[src/rtl/pulse_sync_toggle_rx.sv]
`default_nettype none
// ============================================================================
// Module      : pulse_sync_toggle_rx
// Description : Receive end of a 2-phase toggle pulse crossing. It lives in
//               the destination (clk_o) domain. It synchronises the incoming
//               source toggle and turns every level change into one event.
//               Events wait in a saturating pending counter, are handed out
//               over a valid/ready interface, and each consumed event is
//               returned to the source as a toggle of ack_tgle_o.
// Ports       : clk_o        destination clock (the only clock of this block)
//               rstn_i       asynchronous active-low reset
//               tgle_i       source toggle, asynchronous to clk_o
//               evt_pulse_o  one-cycle pulse per detected transition
//               evt_valid_o  pending counter is non-zero
//               evt_ready_i  consumer accepts one event when valid
//               evt_cnt_o    pending event count
//               ack_tgle_o   toggles once per consumed event
//               ovf_o        sticky: an event arrived while the counter was full
//               ovf_clr_i    synchronous clear of ovf_o
//               evt_total_o  running count of detected events (statistics)
// Options     : PULSE_SYNC_RX_STAT_EN - when defined, evt_total_o counts
//               every detected event (dropped ones included) and wraps at
//               16 bits; when undefined it is tied to zero.
// Revision    : 1.0 - initial release
// ============================================================================
module pulse_sync_toggle_rx #(
    parameter int SYNC_STAGES = 2,
    parameter int CNT_W       = 4
) (
    input  logic             clk_o,
    input  logic             rstn_i,
    input  logic             tgle_i,
    output logic             evt_pulse_o,
    output logic             evt_valid_o,
    input  logic             evt_ready_i,
    output logic [CNT_W-1:0] evt_cnt_o,
    output logic             ack_tgle_o,
    output logic             ovf_o,
    input  logic             ovf_clr_i,
    output logic [15:0]      evt_total_o
);

    // A single-flop synchroniser is not safe against metastability.
    if (SYNC_STAGES < 2) begin : g_bad_sync_stages
        $error("pulse_sync_toggle_rx: SYNC_STAGES must be at least 2");
    end

    localparam logic [CNT_W-1:0] c_CNT_MAX = '1;
    localparam logic [CNT_W-1:0] c_CNT_ONE = CNT_W'(1);

    logic [SYNC_STAGES-1:0] r_sync;
    logic                   r_hist;
    logic                   r_pulse;
    logic [CNT_W-1:0]       r_cnt;
    logic                   r_valid;
    logic                   r_ack;
    logic                   r_ovf;

    logic                   w_s;
    logic                   w_push;
    logic                   w_pop;
    logic                   w_full;
    logic [CNT_W-1:0]       w_cnt_nxt;
    logic                   w_ovf_set;

    assign w_s    = r_sync[SYNC_STAGES-1];
    // The push is taken on the same edge that registers evt_pulse_o, so the
    // counter and the pulse output move together.
    assign w_push = w_s ^ r_hist;
    // Valid is registered, so ready never reaches valid combinationally and a
    // pop can only happen with a non-zero count (no underflow).
    assign w_pop  = r_valid & evt_ready_i;
    assign w_full = (r_cnt == c_CNT_MAX);

    always_comb begin
        w_cnt_nxt = r_cnt;
        w_ovf_set = 1'b0;
        if (w_push && !w_pop) begin
            if (!w_full) begin
                w_cnt_nxt = r_cnt + c_CNT_ONE;
            end else begin
                w_ovf_set = 1'b1;        // event is dropped
            end
        end else if (!w_push && w_pop) begin
            w_cnt_nxt = r_cnt - c_CNT_ONE;
        end
        // push and pop together leave the count unchanged, even when full
    end

    always_ff @(posedge clk_o or negedge rstn_i) begin
        if (!rstn_i) begin
            r_sync  <= '0;
            r_hist  <= 1'b0;
            r_pulse <= 1'b0;
            r_cnt   <= '0;
            r_valid <= 1'b0;
            r_ack   <= 1'b0;
            r_ovf   <= 1'b0;
        end else begin
            r_sync  <= {r_sync[SYNC_STAGES-2:0], tgle_i};
            r_hist  <= w_s;
            r_pulse <= w_push;
            r_cnt   <= w_cnt_nxt;
            r_valid <= (w_cnt_nxt != '0);
            if (w_pop) begin
                r_ack <= ~r_ack;
            end
            // A new overflow wins over a clear in the same cycle.
            if (w_ovf_set) begin
                r_ovf <= 1'b1;
            end else if (ovf_clr_i) begin
                r_ovf <= 1'b0;
            end
        end
    end

`ifdef PULSE_SYNC_RX_STAT_EN
    logic [15:0] r_total;

    // Counts every detected event, dropped ones included; wraps naturally.
    always_ff @(posedge clk_o or negedge rstn_i) begin
        if (!rstn_i) begin
            r_total <= 16'h0000;
        end else if (w_push) begin
            r_total <= r_total + 16'd1;
        end
    end

    assign evt_total_o = r_total;
`else
    assign evt_total_o = 16'h0000;
`endif

    assign evt_pulse_o = r_pulse;
    assign evt_valid_o = r_valid;
    assign evt_cnt_o   = r_cnt;
    assign ack_tgle_o  = r_ack;
    assign ovf_o       = r_ovf;

endmodule
`default_nettype wire

[config.mk]
export PLATFORM = sky130hd
export DESIGN_NAME = pulse_sync_toggle_rx
export DESIGN_NICKNAME = d
export VERILOG_FILES = /design/src/rtl/pulse_sync_toggle_rx.sv
export SDC_FILE = /design/constraint.sdc
export NUM_CORES = 1
export LEC_CHECK = 0
export CAP_MARGIN = 30
export CORE_MARGIN = 1
export CORE_UTILIZATION = 39
export CTS_CLUSTER_SIZE = 10
export DETAILED_ROUTE_END_ITERATION = 8
export GPL_ROUTABILITY_DRIVEN = 0
export GPL_TIMING_DRIVEN = 0
export HOLD_SLACK_MARGIN = 0.06
export PLACE_DENSITY = 0.77
export SETUP_SLACK_MARGIN = 0.5
export SLEW_MARGIN = 5
export SYNTH_ARGS = -nofsm -noshare
export SYNTH_HDL_FRONTEND = slang
export SYNTH_SLANG_ARGS = --single-unit
export TNS_END_PERCENT = 1
[constraint.sdc]
create_clock -name clk_o -period 4.4 [get_ports clk_o]
set_clock_uncertainty 0.1 [all_clocks]
set_input_delay 0.66 -clock clk_o [delete_from_list [all_inputs] [get_ports clk_o]]
set_output_delay 0.66 -clock clk_o [all_outputs]
set_load 0.005 [all_outputs]
==> results.yml <==
setup_path:
  crit_buf_inv: 1
  max_stage_delay_ns: 0.53
  r2r_setup_slack_ns: 2.49
  cp_data_arrival_time_ns: 2.32
  worstPathRequired_ns: 4.44
  path_delay_family: "simple AND/OR/NAND/NOR gates"
  path_depth: 6
  r2r_end: "evt_valid_o"
  path_cells: "clkdlybuf4s50_1 -> nand2_1 -> and2_4 -> a211oi_1 -> a21oi_1 -> or4_1"
  worstReg2RegStart: "evt_cnt_o[0]"
  path_max_fanout: 6
  start_kind: "input port"
  worst-setup-path-type: "in2reg"
  r2r.worst_path.cells: 7
  endpoint_kind: "register"
  critPathSlowestCell: "or4_1"
drt:
  wl_met1_um: 402
  num_vias: 460
  drc: 0
  firstDrtPassIters: 4
  met2_length_um: 524
  drtIter0Drc: 4
  highest_layer: "met3"
  wl_per_cell_um: 9.74
  ant_nets: 0
  viasPerCell: 4.34
  met3_length_um: 106
  drt_wl_total_mm: 1.03
timing:
  setup_viol: 0
  hold_viol: 0
  layout_setup_ws_ns: 2.12
  period_minus_slack_ns: 2.28
  fin_tns_setup_ns: 0
  timing.final.crit_share_pct: 51.7
  rsz0062_at_grt: "no"
  final_max_slew_viol_count: 0
  fmax_mhz: 439
global_route:
  grt_pass1_vias: 413
  overflow: 0
  grt_max_degree: 12
  antenna_found_initial: 0
  grt_pass1_wl_mm: 1.71
  grt_use_total_pct: 13.3
power_and_ir_drop:
  power_frac_seq_pct: 38.9
  p_int_mw: 0.270
  p_per_area_mw_per_mm2: 491
  p_switching_mw: 0.139
  p_comb_share_pct: 44.9
  swShare_pct: 33.9
  clkPwrFrac_pct: 16.2
  finalPower_mw: 0.409
  peakVddDrop_uv: 332
  power_leakage_nw: 0.418
clock_network:
  cts_inserted_buffers: 3
  clk-insertion-delay-late_ns: 0.27
  cts.repair.resized: 0
  cts_tree: "built"
  clockBufferDepth: 2
  clkSlewWorstSetupHoldPaths_ns: 0.07
  clockRootBuffer: "clkbuf_4"
  holdBufCountCts: 0
  post-cts-setup-buffers: 0
  clock_sinks: 11
  htreeDepth: 1
worst_hold_path:
  worstHoldStart: "r_sync[0]"
  min_path_cells: 0
  holdCritPathClass: "reg2reg"
  holdPathEnd: "r_sync[1]"
cells_and_area:
  diodes: 0
  final_layout_size_suffix_gt1_share_pct: 25.3
  area_growth_syn_to_layout_pct: 36.2
  nets: 99
  layoutNonFillerInstCount: 106
  final_util_pct: 60.3
placement:
  placed_cells: 102
  dp.final_hpwl_um: 853
  post-place-ws_ns: 1.85
  io_buffers: 12
job:
  drv_cap: 0
yosys:
  mappedNetlistArea_um2: 612
  yosysTopAreaCellShare_pct: 45.0
  syn_inst: 60
  synth_ff_type: "dfrtp_1"
  synth.distinct_cells: 22
  yosys-top-cells-area: "dfrtp_1 (45%), buf_4 (20%), ha_1 (4.1%), inv_1 (3.1%), xnor2_1 (2.9%)"
  synthArstFlopShare_pct: 100
  synth-seq-area-share_pct: 45.0
  synth.most_common_cell: "buf_4"
  avgSynthCellArea_um2: 10.2
  synth_common_cells: "buf_4 (16), dfrtp_1 (11), inv_1 (5), nand2_1 (4), nand3_1 (3)"
  synth_enable_flop_cells: 0
  synth-seq-cells: 11
  ys_warn_count: 0
  yosys.area.top_type: "dfrtp_1"
floorplanning:
  die_y_um: 41.6
  chipWidth_um: 41.6
  io_pins: 29
  placementRows: 13
  core_mm2: 0.00138
  initial_core_util_pct: 44.3
  die-area_mm2: 0.00173
status:
  run_status: "complete, no violations"
==> per-layer routing <==
metal | vias to the layer above | global-route usage (%)
li1 | 233 | -
met1 | 205 | 13.0
met2 | 22 | 22.5
met3 | 0 | 8.70
met4 | 0 | 4.52
met5 | - | 0
==> registers in the layout, indices dropped and copies added, names as in the netlist <==
name and count:
ack_tgle_o 1, evt_pulse_o 1, evt_cnt_o 4, r_hist 1
evt_valid_o 1, ovf_o 1, r_sync 2
==> logic make-up (layout without fill, tap and decap cells) <==
group,count (synthesis),in the layout,share of synthesized area [%]
buf+inv,21,37,22.7
simple gates,12,12,10.4
flops,11,11,45.0
compound gates,10,10,11.7
xor+xnor,3,3,5.52
fa+ha+maj,2,2,4.09
other cells,1,16,0.613
==> per-stage QoR <==
stage / hold WS [ns] / instance area [um^2]
after floorplan: 0.231 / 668
after global placement: 0.232 / 807
after detailed placement: 0.258 / 807
after CTS: 0.272 / 833
after global routing: 0.288 / 833
final: 0.272 / 833
==> power groups by stage <==
stage | registers [mW] | logic (mW) | clock network (mW)
floorplan | 0.160 | 0.102 | 0
global placement | 0.160 | 0.178 | 0
detailed placement | 0.162 | 0.184 | 0
CTS | 0.160 | 0.185 | 0.0696
global route | 0.165 | 0.204 | 0.0756
finish | 0.159 | 0.184 | 0.0663
==> worst register-to-register path: stages (launching register included) <==
cell,delay [ns]
dfrtp_1,0.41
inv_1,0.11
ha_1,0.15
inv_1,0.04
nor3_1,0.25
a31o_1,0.13
a21oi_1,0.07
or4_1,0.53
==> cell type report <==
cell class	instances	area (um^2)
fillers	126	549
flip-flops and latches	11	275
multi-input cells	43	254
repair buffers	12	120
plain buffers	16	120
clock buffers	4	26.3
inverters	5	18.8
well taps	15	18.8
==> how the worst max path moves through the flow <==
stage                      startpoint           to  slack (ns)
final                     evt_ready_i  evt_valid_o        2.12
after global routing      evt_ready_i  evt_valid_o        2.03
after CTS                 evt_ready_i  evt_valid_o        2.12
after detailed placement  evt_ready_i  evt_valid_o        1.85
after global placement    evt_ready_i  evt_valid_o        1.88
after floorplan           evt_ready_i  evt_valid_o        2.44
==> layout by cell type, fill, tap and decap left out <==
master | netlist | final
o21ai_1 | 1 | 1
inv_1 | 5 | 5
o221ai_1 | 1 | 1
or3_1 | 1 | 1
xnor2_1 | 2 | 2
clkbuf_4 | 0 | 3
o22ai_1 | 2 | 2
a211oi_1 | 1 | 1
nand3_1 | 3 | 3
nand2_1 | 4 | 4
ha_1 | 2 | 2
or2_2 | 1 | 1
a221o_2 | 1 | 1
xor2_2 | 1 | 1
clkbuf_1 | 0 | 1
dfrtp_1 | 11 | 11
and2_4 | 1 | 1
conb_1 | 1 | 16
a21boi_0 | 1 | 1
a21oi_1 | 2 | 2
clkdlybuf4s50_1 | 0 | 12
or4_1 | 1 | 1
a31o_1 | 1 | 1
buf_4 | 16 | 16
nor3_1 | 1 | 1
Power figures use the tool's default switching activity.
